### src/rtl/mips_pkg.sv
// Shared fetch-side definitions for the IF PC redirect controller.
//   OPC_BEQ       : opcode of beq
//   PC_INC        : sequential fetch increment in bytes
//   fetch_state_t : fetch FSM state encoding
//   is_beq()      : opcode decode helper for the IF decode logic
package mips_pkg;

  localparam logic [5:0] OPC_BEQ = 6'b000100;
  localparam int unsigned PC_INC = 4;

  typedef enum logic [1:0] {
    FETCH    = 2'd0,
    STALL    = 2'd1,
    REDIRECT = 2'd2
  } fetch_state_t;

  function automatic logic is_beq(input logic [5:0] opcode);
    return (opcode == OPC_BEQ);
  endfunction

endpackage

### src/rtl/if_pc_redirect_ctrl_if.sv
// Bundle of the signals exchanged between the fetch redirect controller and
// the surrounding pipeline (branch handler, hazard unit, IF/ID register).
//   master : pipeline side, drives branch/hazard info, observes PC and IF/ID control
//   slave  : controller side
// Parameters: PC_W (address width), CNT_W (statistics counter width).
interface if_pc_redirect_ctrl_if #(
  parameter int PC_W  = 32,
  parameter int CNT_W = 16
);

  logic             brnch_instr_IF;
  logic [15:0]      branch_imm_IF;
  logic             br_prediction;
  logic             flush;
  logic             branch_hazard_stall;
  logic             load_use_stall;
  logic [PC_W-1:0]  pc_IF;
  logic             IFID_write_en;
  logic             IFID_flush;
  logic [CNT_W-1:0] branch_count;
  logic [CNT_W-1:0] mispred_count;

  modport master (
    output brnch_instr_IF, branch_imm_IF, br_prediction, flush,
           branch_hazard_stall, load_use_stall,
    input  pc_IF, IFID_write_en, IFID_flush, branch_count, mispred_count
  );

  modport slave (
    input  brnch_instr_IF, branch_imm_IF, br_prediction, flush,
           branch_hazard_stall, load_use_stall,
    output pc_IF, IFID_write_en, IFID_flush, branch_count, mispred_count
  );

endinterface

### src/rtl/br_target_calc.sv
// Combinational next-address arithmetic for the fetch stage.
//   pc   : current fetch address
//   imm  : raw 16-bit branch immediate of the IF instruction
//   pred : predicted-taken for the IF branch
//   seq  : pc + 4
//   tgt  : seq + (sign-extended imm << 2)
//   alt  : address of the path NOT being fetched (recovery address)
// All sums wrap modulo 2^PC_W.
module br_target_calc
  import mips_pkg::*;
#(
  parameter int PC_W = 32
) (
  input  logic [PC_W-1:0] pc,
  input  logic [15:0]     imm,
  input  logic            pred,
  output logic [PC_W-1:0] seq,
  output logic [PC_W-1:0] tgt,
  output logic [PC_W-1:0] alt
);

  logic [PC_W-1:0] offset;

  assign offset = {{(PC_W-16){imm[15]}}, imm} << 2;
  assign seq    = pc + PC_W'(PC_INC);
  assign tgt    = seq + offset;
  assign alt    = pred ? seq : tgt;

endmodule

### src/rtl/if_pc_redirect_ctrl.sv
// IF-stage PC owner and fetch redirect controller.
// Selects the next fetch address (sequential, predicted-taken target or
// mispredict recovery), carries each fetched beq's alternate-path address
// into ID, and drives IF/ID write-enable and flush.
// Ports:
//   clk   : core clock
//   rst_n : asynchronous active-low reset
//   bus   : slave side of if_pc_redirect_ctrl_if (branch/hazard inputs,
//           pc_IF, IFID_write_en, IFID_flush, statistics counters)
// Optional build macro: BR_PRED_STATS_EN enables the branch/mispredict
// counters; otherwise both counter outputs are tied to zero.
//
// state    | meaning
// ---------+-----------------------------------------------------------
// FETCH    | normal fetch, flush from ID may redirect
// STALL    | IF and ID held by a hazard stall
// REDIRECT | first cycle after a redirect; ID holds a bubble, flush ignored
module if_pc_redirect_ctrl
  import mips_pkg::*;
#(
  parameter int              PC_W     = 32,
  parameter logic [PC_W-1:0] RESET_PC = '0,
  parameter int              CNT_W    = 16
) (
  input  logic                 clk,
  input  logic                 rst_n,
  if_pc_redirect_ctrl_if.slave bus
);

  fetch_state_t    state;
  logic [PC_W-1:0] pc;
  logic [PC_W-1:0] rec_pc_ID;
  logic            rec_valid_ID;
  logic [PC_W-1:0] seq;
  logic [PC_W-1:0] tgt;
  logic [PC_W-1:0] alt;
  logic [PC_W-1:0] next_pc;
  logic            stall;
  logic            flush_acc;

  br_target_calc #(.PC_W(PC_W)) u_calc (
    .pc   (pc),
    .imm  (bus.branch_imm_IF),
    .pred (bus.br_prediction),
    .seq  (seq),
    .tgt  (tgt),
    .alt  (alt)
  );

  assign stall = bus.branch_hazard_stall | bus.load_use_stall;

  // A flush only counts when ID really holds a branch and is not a bubble
  // inserted by the previous redirect; a stall drops it (handler re-asserts).
  assign flush_acc = bus.flush & rec_valid_ID & ~stall & (state != REDIRECT);

  // The squashed IF instruction's prediction is ignored on an accepted flush.
  always_comb begin
    next_pc = seq;
    if (stall)
      next_pc = pc;
    else if (flush_acc)
      next_pc = rec_pc_ID;
    else if (bus.brnch_instr_IF && bus.br_prediction)
      next_pc = tgt;
  end

  always_ff @(posedge clk or negedge rst_n) begin
    if (!rst_n) begin
      pc           <= RESET_PC;
      rec_pc_ID    <= '0;
      rec_valid_ID <= 1'b0;
    end else begin
      pc <= next_pc;
      if (!stall) begin
        if (flush_acc) begin
          rec_valid_ID <= 1'b0;
        end else begin
          rec_pc_ID    <= alt;
          rec_valid_ID <= bus.brnch_instr_IF;
        end
      end
    end
  end

  always_ff @(posedge clk or negedge rst_n) begin
    if (!rst_n) begin
      state <= FETCH;
    end else begin
      case (state)
        FETCH: begin
          if (stall)
            state <= STALL;
          else if (flush_acc)
            state <= REDIRECT;
        end
        STALL: begin
          if (!stall)
            state <= flush_acc ? REDIRECT : FETCH;
        end
        REDIRECT: begin
          state <= stall ? STALL : FETCH;
        end
        default: state <= FETCH;
      endcase
    end
  end

  assign bus.pc_IF         = pc;
  assign bus.IFID_write_en = ~stall;
  assign bus.IFID_flush    = flush_acc;

`ifdef BR_PRED_STATS_EN
  logic [CNT_W-1:0] branch_cnt;
  logic [CNT_W-1:0] mispred_cnt;

  // Both counters saturate at all-ones.
  always_ff @(posedge clk or negedge rst_n) begin
    if (!rst_n) begin
      branch_cnt  <= '0;
      mispred_cnt <= '0;
    end else begin
      if (rec_valid_ID && !stall && (branch_cnt != '1))
        branch_cnt <= branch_cnt + CNT_W'(1);
      if (flush_acc && (mispred_cnt != '1))
        mispred_cnt <= mispred_cnt + CNT_W'(1);
    end
  end

  assign bus.branch_count  = branch_cnt;
  assign bus.mispred_count = mispred_cnt;
`else
  assign bus.branch_count  = {CNT_W{1'b0}};
  assign bus.mispred_count = {CNT_W{1'b0}};
`endif

endmodule

### src/flat_wrapper.sv
// flat-port wrapper written by rule: the top's interface ports become plain ports
module if_pc_redirect_ctrl_flat import mips_pkg::*;
#(
  parameter int              PC_W     = 32,
  parameter logic [PC_W-1:0] RESET_PC = '0,
  parameter int              CNT_W    = 16
)
  (clk, rst_n, bus_brnch_instr_IF, bus_branch_imm_IF, bus_br_prediction, bus_flush, bus_branch_hazard_stall, bus_load_use_stall, bus_pc_IF, bus_IFID_write_en, bus_IFID_flush, bus_branch_count, bus_mispred_count);
  if_pc_redirect_ctrl_if #(.PC_W(PC_W), .CNT_W(CNT_W)) bus_i ();
  input  logic clk;
  input  logic rst_n;
  input wire logic [$bits(bus_i.brnch_instr_IF)-1:0] bus_brnch_instr_IF;
  input wire logic [$bits(bus_i.branch_imm_IF)-1:0] bus_branch_imm_IF;
  input wire logic [$bits(bus_i.br_prediction)-1:0] bus_br_prediction;
  input wire logic [$bits(bus_i.flush)-1:0] bus_flush;
  input wire logic [$bits(bus_i.branch_hazard_stall)-1:0] bus_branch_hazard_stall;
  input wire logic [$bits(bus_i.load_use_stall)-1:0] bus_load_use_stall;
  output wire logic [$bits(bus_i.pc_IF)-1:0] bus_pc_IF;
  output wire logic [$bits(bus_i.IFID_write_en)-1:0] bus_IFID_write_en;
  output wire logic [$bits(bus_i.IFID_flush)-1:0] bus_IFID_flush;
  output wire logic [$bits(bus_i.branch_count)-1:0] bus_branch_count;
  output wire logic [$bits(bus_i.mispred_count)-1:0] bus_mispred_count;
  assign bus_i.brnch_instr_IF = bus_brnch_instr_IF;
  assign bus_i.branch_imm_IF = bus_branch_imm_IF;
  assign bus_i.br_prediction = bus_br_prediction;
  assign bus_i.flush = bus_flush;
  assign bus_i.branch_hazard_stall = bus_branch_hazard_stall;
  assign bus_i.load_use_stall = bus_load_use_stall;
  assign bus_pc_IF = bus_i.pc_IF;
  assign bus_IFID_write_en = bus_i.IFID_write_en;
  assign bus_IFID_flush = bus_i.IFID_flush;
  assign bus_branch_count = bus_i.branch_count;
  assign bus_mispred_count = bus_i.mispred_count;
  if_pc_redirect_ctrl #(.PC_W(PC_W), .RESET_PC(RESET_PC), .CNT_W(CNT_W)) u_core (.clk(clk), .rst_n(rst_n), .bus(bus_i));
endmodule
### config.mk
export PLATFORM = sky130hd
export DESIGN_NAME = if_pc_redirect_ctrl_flat
export DESIGN_NICKNAME = d
export VERILOG_FILES = /design/src/rtl/mips_pkg.sv /design/src/rtl/if_pc_redirect_ctrl_if.sv /design/src/rtl/br_target_calc.sv /design/src/rtl/if_pc_redirect_ctrl.sv /design/src/flat_wrapper.sv
export SDC_FILE = /design/constraint.sdc
export NUM_CORES = 1
export LEC_CHECK = 0
export CAP_MARGIN = 0
export CORE_UTILIZATION = 29
export CTS_CLUSTER_DIAMETER = 50
export DETAILED_ROUTE_END_ITERATION = 12
export HOLD_SLACK_MARGIN = 0.1
export PLACE_DENSITY = 0.6
export SLEW_MARGIN = 25
export SYNTH_ARGS = -nofsm -noshare
export SYNTH_HDL_FRONTEND = slang
export SYNTH_SLANG_ARGS = --single-unit
### constraint.sdc
create_clock -name clk -period 3.5 [get_ports clk]
set_input_delay 0.875 -clock clk [delete_from_list [all_inputs] [get_ports clk]]
set_output_delay 0.875 -clock clk [all_outputs]
set_load 0.1 [all_outputs]
==> key figures, run 1 <==
Outcome
  – Status: finished clean

Yosys
  – Netlist cell types: 61
  – Asr flop ratio synth: 1.00
  – Syn_area_per_cell: 7.84 um2
  – Area share of the largest cell type after synthesis: 0.293
  – Compound-Gate Fraction of Synth Area: 0.247
  – Mux contribution to synthesized area: 0.0249
  – Post-synth top area cell: dfrtp_1
  – Syn Std Cell Area: 5730 um2
  – Syn. warnings: 0
  – Main synth FF type: dfrtp_1
  – Simple logic cell fraction of the synthesized area: 0.191
  – Top-count cell post-synth: nand2_1
  – Synthesized instance count: 730
  – Post-synth EDFFs: 0
  – Yosys reg bits: 67
  – Synth top cells by count: 112 x nand2_1, 73 x o21ai_0, 72 x a21oi_1
  – Area contributors post-synth: dfrtp_1 29%, ha_1 8.1%, nand2_1 7.3%
  – Post-synthesis xor/xnor area fraction: 0.0780
  – Largest family of logic cells by synthesized area: compound AO/OA/AOI/OAI gates
  – Post-synthesis sequential area ratio: 0.293
  – Adder-Cell Fraction of Synth Area: 0.0843

Placement
  – Hpwl dp: 13.4 mm
  – Final GP Congestion: 0.889
  – Port Buffers: 56
  – Area after DPL: 7430 um2
  – Dpl cells: 1,153

GRT
  – Gr ovfl total: 0
  – First-pass GRT wire length: 29.0 mm
  – All-layer global routing usage: 0.184
  – Antenna violations before repair: 0
  – Pin count of the biggest net entering global routing: 40
  – Vias in the first global route: 5,607

Cells and area
  – Share of cells above drive strength 1: 0.351
  – Fin cells: 1,187
  – Fin nets: 978
  – Post-layout instance area: 8390 um2
  – Area growth, synth to finish: 46.5%
  – Ant diodes: 0

Critical path
  – Critical path capture point type: register
  – Required time worst endpoint: 3.77 ns
  – Slowest cell on crit path: dfrtp_4
  – Crit-path max FO: 3
  – Max incr delay on CP: 0.50 ns
  – Critical Path AT: 3.71 ns
  – Cells along the critical path: nand4_1 -> nor3_2 -> buf_4 -> buf_6 -> xor2_2 -> ha_1 -> inv_2 -> a21oi_4 -> a311oi_4 -> buf_4 -> or4_4 -> nand3b_1 -> nor4b_4 -> mux2i_1 -> o22ai_1 -> a21oi_1
  – Setup CP Type: reg2reg
  – CP Launch Type: register
  – Most frequent CP cell: buf_4

Floorplan
  – Ports: 89
  – Row count: 51
  – Core Footprint: 19,400 um2
  – Die footprint: 20,300 um2
  – Initial Utilization: 0.295
  – Die W: 143 um
  – Die Span Y: 143 um

Power
  – P_int: 3.78 mW
  – Overall Power: 7.43 mW
  – Switch Pwr: 3.65 mW
  – Switch share: 0.492
  – PwrDens: 886 nW/um2
  – Combinational share of power: 0.682
  – Clk pwr share: 0.134
  – Sequential share of power: 0.184
  – Leak: 3.89 nW
  – Worst VDD drop: 0.710 mV

Clock tree
  – Clock slew at reported path FFs: 0.06 ns
  – Root buf cell: clkbuf_16
  – TritonCTS clock tree: built
  – Max clock buf depth: 2
  – Clk Latency, worst-skew pair: 0.35 ns
  – CTS sink cnt: 67
  – TritonCTS Buffers: 9
  – CTS H-tree depth: 3

STA
  – Final Setup Violations: 0
  – Max-slew violations: 0
  – Final Hold Fails: 0
  – Tightest Pin Transition: 0.867 ns
  – Tmin final: 3.44 ns
  – Slew headroom: 0.420
  – Unrepaired setup endpoints after global routing: true
  – Post-Route Skew: 0.00817 ns
  – Final period util: 0.983
  – Fmax: 0.291 GHz

Routing
  – DRC viols: 0
  – Final wirelength: 18.1 mm
  – Drt pass-1 iters: 5
  – Via density: 4.97
  – Detailed-route via count: 5,901
  – DRT iter0 DRCs: 296
  – Wirelength per Cell: 15.2 um
  – ANT nets after route: 0

Hold path
  – Hold Path Class: reg2reg

Job
  – # Max-Cap Violations: 0
cells in the final DEF (no fill, tap or decap), types with 9 or more instances in the layout:
cell             instances
and3_1                   9
a21oi_1                 64
xor2_1                  11
dfrtp_4                 13
dfrtp_1                 44
nor2_1                  47
nand2_1                109
clkbuf_16                9
ha_1                    30
conb_1                  32
mux2i_1                 12
o21ai_0                 65
xnor2_1                 19
inv_1                   12
clkdlybuf4s50_1         19
o21ai_1                  9
a31oi_1                  9
buf_4                  189
dfrtp_2                 10
a21o_1                  20
xnor2_2                 15
o22ai_1                 10
nand4_1                 11
nand3_1                 15
o211ai_1                10
registers in the layout (all words and copies together) (netlist names):
signal	count
u_core.bus.pc_IF	32
u_core.state	2
u_core.rec_valid_ID	1
u_core.rec_pc_ID	32
critical path, delay by kind of cell (launching register included):
kind | cells | cell delay [ns]
AND/OR/NAND/NOR | 5 | 1.14
flip-flops | 1 | 0.50
adder cells (fa/ha/maj) | 1 | 0.33
XOR/XNOR | 1 | 0.18
multiplexers | 1 | 0.30
AO/OA/AOI/OAI | 4 | 0.43
buffers and inverters | 4 | 0.49
per-stage QoR:
stage	setup WS, ns	hold slack [ns]	setup TNS, ns	utilization
3_5_place_dp	-0.489	0.438	-10.22	0.383
4_1_cts	-0.000461	0.445	-0.000461	0.406
2_1_floorplan	-0.0232	0.420	-0.0232	-
5_1_grt	-0.0939	0.480	-0.471	0.432
6_report	0.0611	0.446	0	0.432
3_3_place_gp	-0.441	0.432	-9.20	0.383
power groups by stage:
stage / logic, mW / clock network (mW) / registers (mW)
after floorplan: 2.10 / 0 / 2.33
after global placement: 4.59 / 0 / 1.34
after detailed placement: 4.61 / 0 / 1.35
after CTS: 4.71 / 1.01 / 1.34
after global routing: 5.47 / 1.04 / 1.41
final: 5.07 / 0.993 / 1.37
layer usage:
layer,part of all wire,GRT usage
met5,0,0
met3,0.050,0.0404
met4,0.012,0.0504
met2,0.46,0.290
met1,0.48,0.251
logic make-up (layout without fill, tap and decap cells):
| kind of cell | count (synthesis) | count (layout) |
|---|---|---|
| and+or+nand+nor | 241 | 241 |
| AOI/OAI and AO/OA | 231 | 231 |
| buffers and inverters | 87 | 248 |
| DFF | 67 | 67 |
| xor gates and xnor gates | 51 | 51 |
| adders and majority gates | 38 | 38 |
| muxes | 14 | 14 |
| other | 1 | 32 |
final timing paths:
path	depth (start not counted)	from	slack (ns)	endpoint
setup / recovery	16	u_core.bus.pc_IF[6]	0.06	u_core.bus.pc_IF[28]
hold / removal	1	u_core.state[0]	0.45	u_core.state[0]
setup reg to reg	16	u_core.bus.pc_IF[6]	0.06	u_core.bus.pc_IF[28]
hold reg to reg	1	u_core.state[0]	0.45	u_core.state[0]
max in group asynchronous	2	rst_n	2.25	u_core.bus.pc_IF[10]
min in group asynchronous	1	rst_n	0.58	u_core.bus.pc_IF[23]
repair_timing:
| item | in CTS | in global routing |
|---|---|---|
| gates resized for setup | 21 | 81 |
| setup endpoints to repair | 21 | 27 |
| hold buffers | 0 | 0 |
| setup buffers | 5 | 13 |
| pin swaps | 15 | 52 |
cell type report:
cell class / instances / area [um2]
fillers: 1919 / 11000
multi-input cells: 607 / 4220
flip-flops and latches: 67 / 1740
repair buffers: 218 / 1740
well taps: 265 / 332
clock buffers: 14 / 254
clock inverters: 2 / 60.1
inverters: 14 / 52.6
Power figures use the tool's default switching activity.
==> run 2, diff against run 1 <==
- SETUP_SLACK_MARGIN: default -> 0.15
==> run 2 against run 1 <==
  * Die area unchanged
  * Count of clock-buffer cells in the layout down 3
  * Clock power about the same
  * Routed wire length up 2.5%
  * Power up 3.5%
  * Highest routed layer unchanged
  * Sequential share of layout area down 0.62 points
  * Critical path depth unchanged
  * Global-route usage up 0.41 points
  * Register-to-register slack about the same
==> key figures, run 2 (synthesized netlist as in run 1, its figures left out) <==
Cells and area
  – Commonest non-fill, non-tap cell in the layout: buf_4
  – Share of cells above drive strength 1: 0.378 (+0.0266)
  – Fin nets: 966 (-1.2%)
  – Area of the multi-input gates: 4570 um2 (+8.3%)
  – Most frequent cells in the layout: 171 x buf_4, 109 x nand2_1, 57 x o21ai_0, 55 x a21oi_1, 49 x nor2_1
  – Fill cells: 1,896 (-1.2%)
  – Final Core Density: 0.448 (+0.0160)
  – Fin cells: 1,175 (-1.0%)
  – Ant diodes: 0 (unchanged)
  – Area growth, synth to finish: 51.9%
  – Register area: 1750 um2 (+0.58%)

Routing
  – Drt pass-1 iters: 5 (unchanged)
  – Via density: 4.97 (about the same)
  – Detailed-route via count: 5,839 (-1.1%)
  – DRT iter0 DRCs: 313 (+5.7%)
  – Wirelength per Cell: 15.8 um (+3.6%)
  – ANT nets after route: 0 (unchanged)
  – Final wirelength: 18.5 mm (+2.5%)
  – DRC viols: 0 (unchanged)

Power
  – Clk pwr share: 0.132 (-0.002)
  – Leak: 3.91 nW (+0.40%)
  – Combinational share of power: 0.687 (+0.005)
  – Worst VDD drop: 0.469 mV (-34%)
  – Switch Pwr: 3.79 mW (+3.7%)
  – Sequential share of power: 0.181 (-0.003)
  – P_int: 3.90 mW (+3.3%)
  – Switch share: 0.493 (+0.00107)
  – PwrDens: 884 nW/um2 (-0.17%)

Outcome
  – Status: finished clean

Placement
  – Pre-CTS WS: -0.506 ns (-0.0176 ns)
  – Port Buffers: 56 (unchanged)
  – Dpl cells: 1,125 (-2.4%)
  – Hpwl dp: 13.0 mm (-3.5%)
  – Final GP Congestion: 0.858 (-3.4%)

Clock tree
  – Clk Latency, worst-skew pair: 0.35 ns (about the same)
  – Max clock buf depth: 2 (unchanged)
  – Root buf cell: clkbuf_16
  – TritonCTS clock tree: built
  – Clock slew at reported path FFs: 0.06 ns (about the same)
  – TritonCTS Buffers: 9 (unchanged)
  – CTS H-tree depth: 3 (unchanged)
  – CTS sink cnt: 67 (unchanged)
  – Hold_buf cts: 0 (unchanged)

Critical path
  – Cells along the critical path: nand4_1 -> nor2_2 -> buf_6 -> and3_4 -> and4_4 -> xor2_4 -> ha_4 -> a21o_1 -> a21o_1 -> a311oi_2 -> o31ai_1 -> a21oi_1 -> o21ai_1 -> xnor2_1 -> mux2_2 -> o21ai_2
  – Most frequent CP cell: a21o_1
  – Slowest cell on crit path: dfrtp_4
  – Critical path capture point type: register
  – Critical Path AT: 3.72 ns (about the same)
  – Setup CP Type: reg2reg
  – Crit-path max FO: 6 (+3)
  – CP Launch Type: register
  – Required time worst endpoint: 3.78 ns (about the same)
  – Max incr delay on CP: 0.43 ns (-0.07 ns)

GRT
  – First-pass GRT wire length: 29.5 mm (+1.6%)
  – Vias in the first global route: 5,552 (-0.98%)
  – Pin count of the biggest net entering global routing: 68 (+70%)
  – All-layer global routing usage: 0.188 (+0.00408)
  – Antenna violations before repair: 0 (unchanged)
  – Gr ovfl total: 0 (unchanged)

STA
  – Unrepaired setup endpoints after global routing: true
  – Slew headroom: 0.465 (+0.0455)
  – Final Setup Violations: 0 (unchanged)
  – Final Hold Fails: 0 (unchanged)
  – Final period util: 0.982 (about the same)
  – Setup WS post-layout: 0.0618 ns (+0.000730 ns)
  – Fmax: 0.291 GHz (about the same)
  – Tmin final: 3.44 ns (-0.000730 ns)
  – Post-Route Skew: 0.00522 ns (-0.00295 ns)
  – Max-slew violations: 0 (unchanged)
  – Tightest Pin Transition: 0.801 ns (-0.0659 ns)

Floorplan
  – Initial Utilization: 0.295 (unchanged)
  – Die W: 143 um (unchanged)
  – Row count: 51 (unchanged)
  – Die Span Y: 143 um (unchanged)
  – Core Footprint: 19,400 um2 (unchanged)
  – Ports: 89 (unchanged)
  – Die footprint: 20,300 um2 (unchanged)

Hold path
  – Hold Path Class: reg2reg

Job
  – # Max-Cap Violations: 0 (unchanged)
[run 2: cell type report]
type                            instances  area share
Timing Repair Buffer                  206       0.193
Inverter                               14     0.00604
Clock buffer                           11      0.0279
Sequential cell                        67       0.201
Clock inverter                          5     0.00892
Multi-Input combinational cell        607       0.525
Tap cell                              265      0.0381
[run 2: timing repair]
item | in CTS | in global routing
cloned | 0 | 0
setup buffers | 19 | 15
gates resized for setup | 53 | 70
pin swaps | 40 | 51
setup endpoints to repair | 33 | 31
[run 2: routing by layer]
| layer | part of all wire | track usage | routed length [um] | vias to the layer above |
|---|---|---|---|---|
| li1 | - | - | - | 2899 |
| met1 | 0.47 | 0.249 | 8640 | 2765 |
| met2 | 0.47 | 0.309 | 8710 | 148 |
| met3 | 0.042 | 0.0333 | 782 | 27 |
| met4 | 0.022 | 0.0583 | 403 | 0 |
| met5 | 0 | 0 | 0 | - |
[run 2: per-stage QoR]
stage          power (mW)  hold slack (ns)  setup TNS (ns)  cell area [um2]
6_report             7.69            0.445               0             8700
3_3_place_gp         5.91            0.431           -6.22             7450
3_5_place_dp         5.95            0.439           -7.13             7450
4_1_cts              7.28            0.446               0             8180
5_1_grt              8.18            0.473          -0.367             8700
2_1_floorplan        4.58            0.420               0             6170
[run 2: power groups by stage]
stage / clock network (mW) / registers (mW) / logic, mW
final: 1.01 / 1.39 / 5.29
after global routing: 1.07 / 1.43 / 5.67
after CTS: 1.04 / 1.38 / 4.87
after detailed placement: 0 / 1.39 / 4.56
after global placement: 0 / 1.38 / 4.53
after floorplan: 0 / 2.36 / 2.22
[run 2: worst paths after layout]
check / depth (start not counted) / slack (ns) / from / to
setup / recovery: 16 / 0.06 / u_core.bus.pc_IF[7] / u_core.rec_pc_ID[31]
hold / removal: 1 / 0.44 / u_core.state[0] / u_core.state[0]
setup reg to reg: 16 / 0.06 / u_core.bus.pc_IF[7] / u_core.rec_pc_ID[31]
hold reg to reg: 1 / 0.44 / u_core.state[0] / u_core.state[0]
max in group asynchronous: 1 / 2.42 / rst_n / u_core.bus.pc_IF[15]
min in group asynchronous: 1 / 0.50 / rst_n / u_core.rec_pc_ID[21]
[run 2: worst max-delay path: cells and delay by family, from the launching register on]
family	cells	cell delay, ns
AO/OA/AOI/OAI	7	1.05
XOR/XNOR	2	0.35
buffers and inverters	1	0.14
multiplexers	1	0.28
AND/OR/NAND/NOR	4	0.89
flip-flops	1	0.43
adder cells (fa/ha/maj)	1	0.24
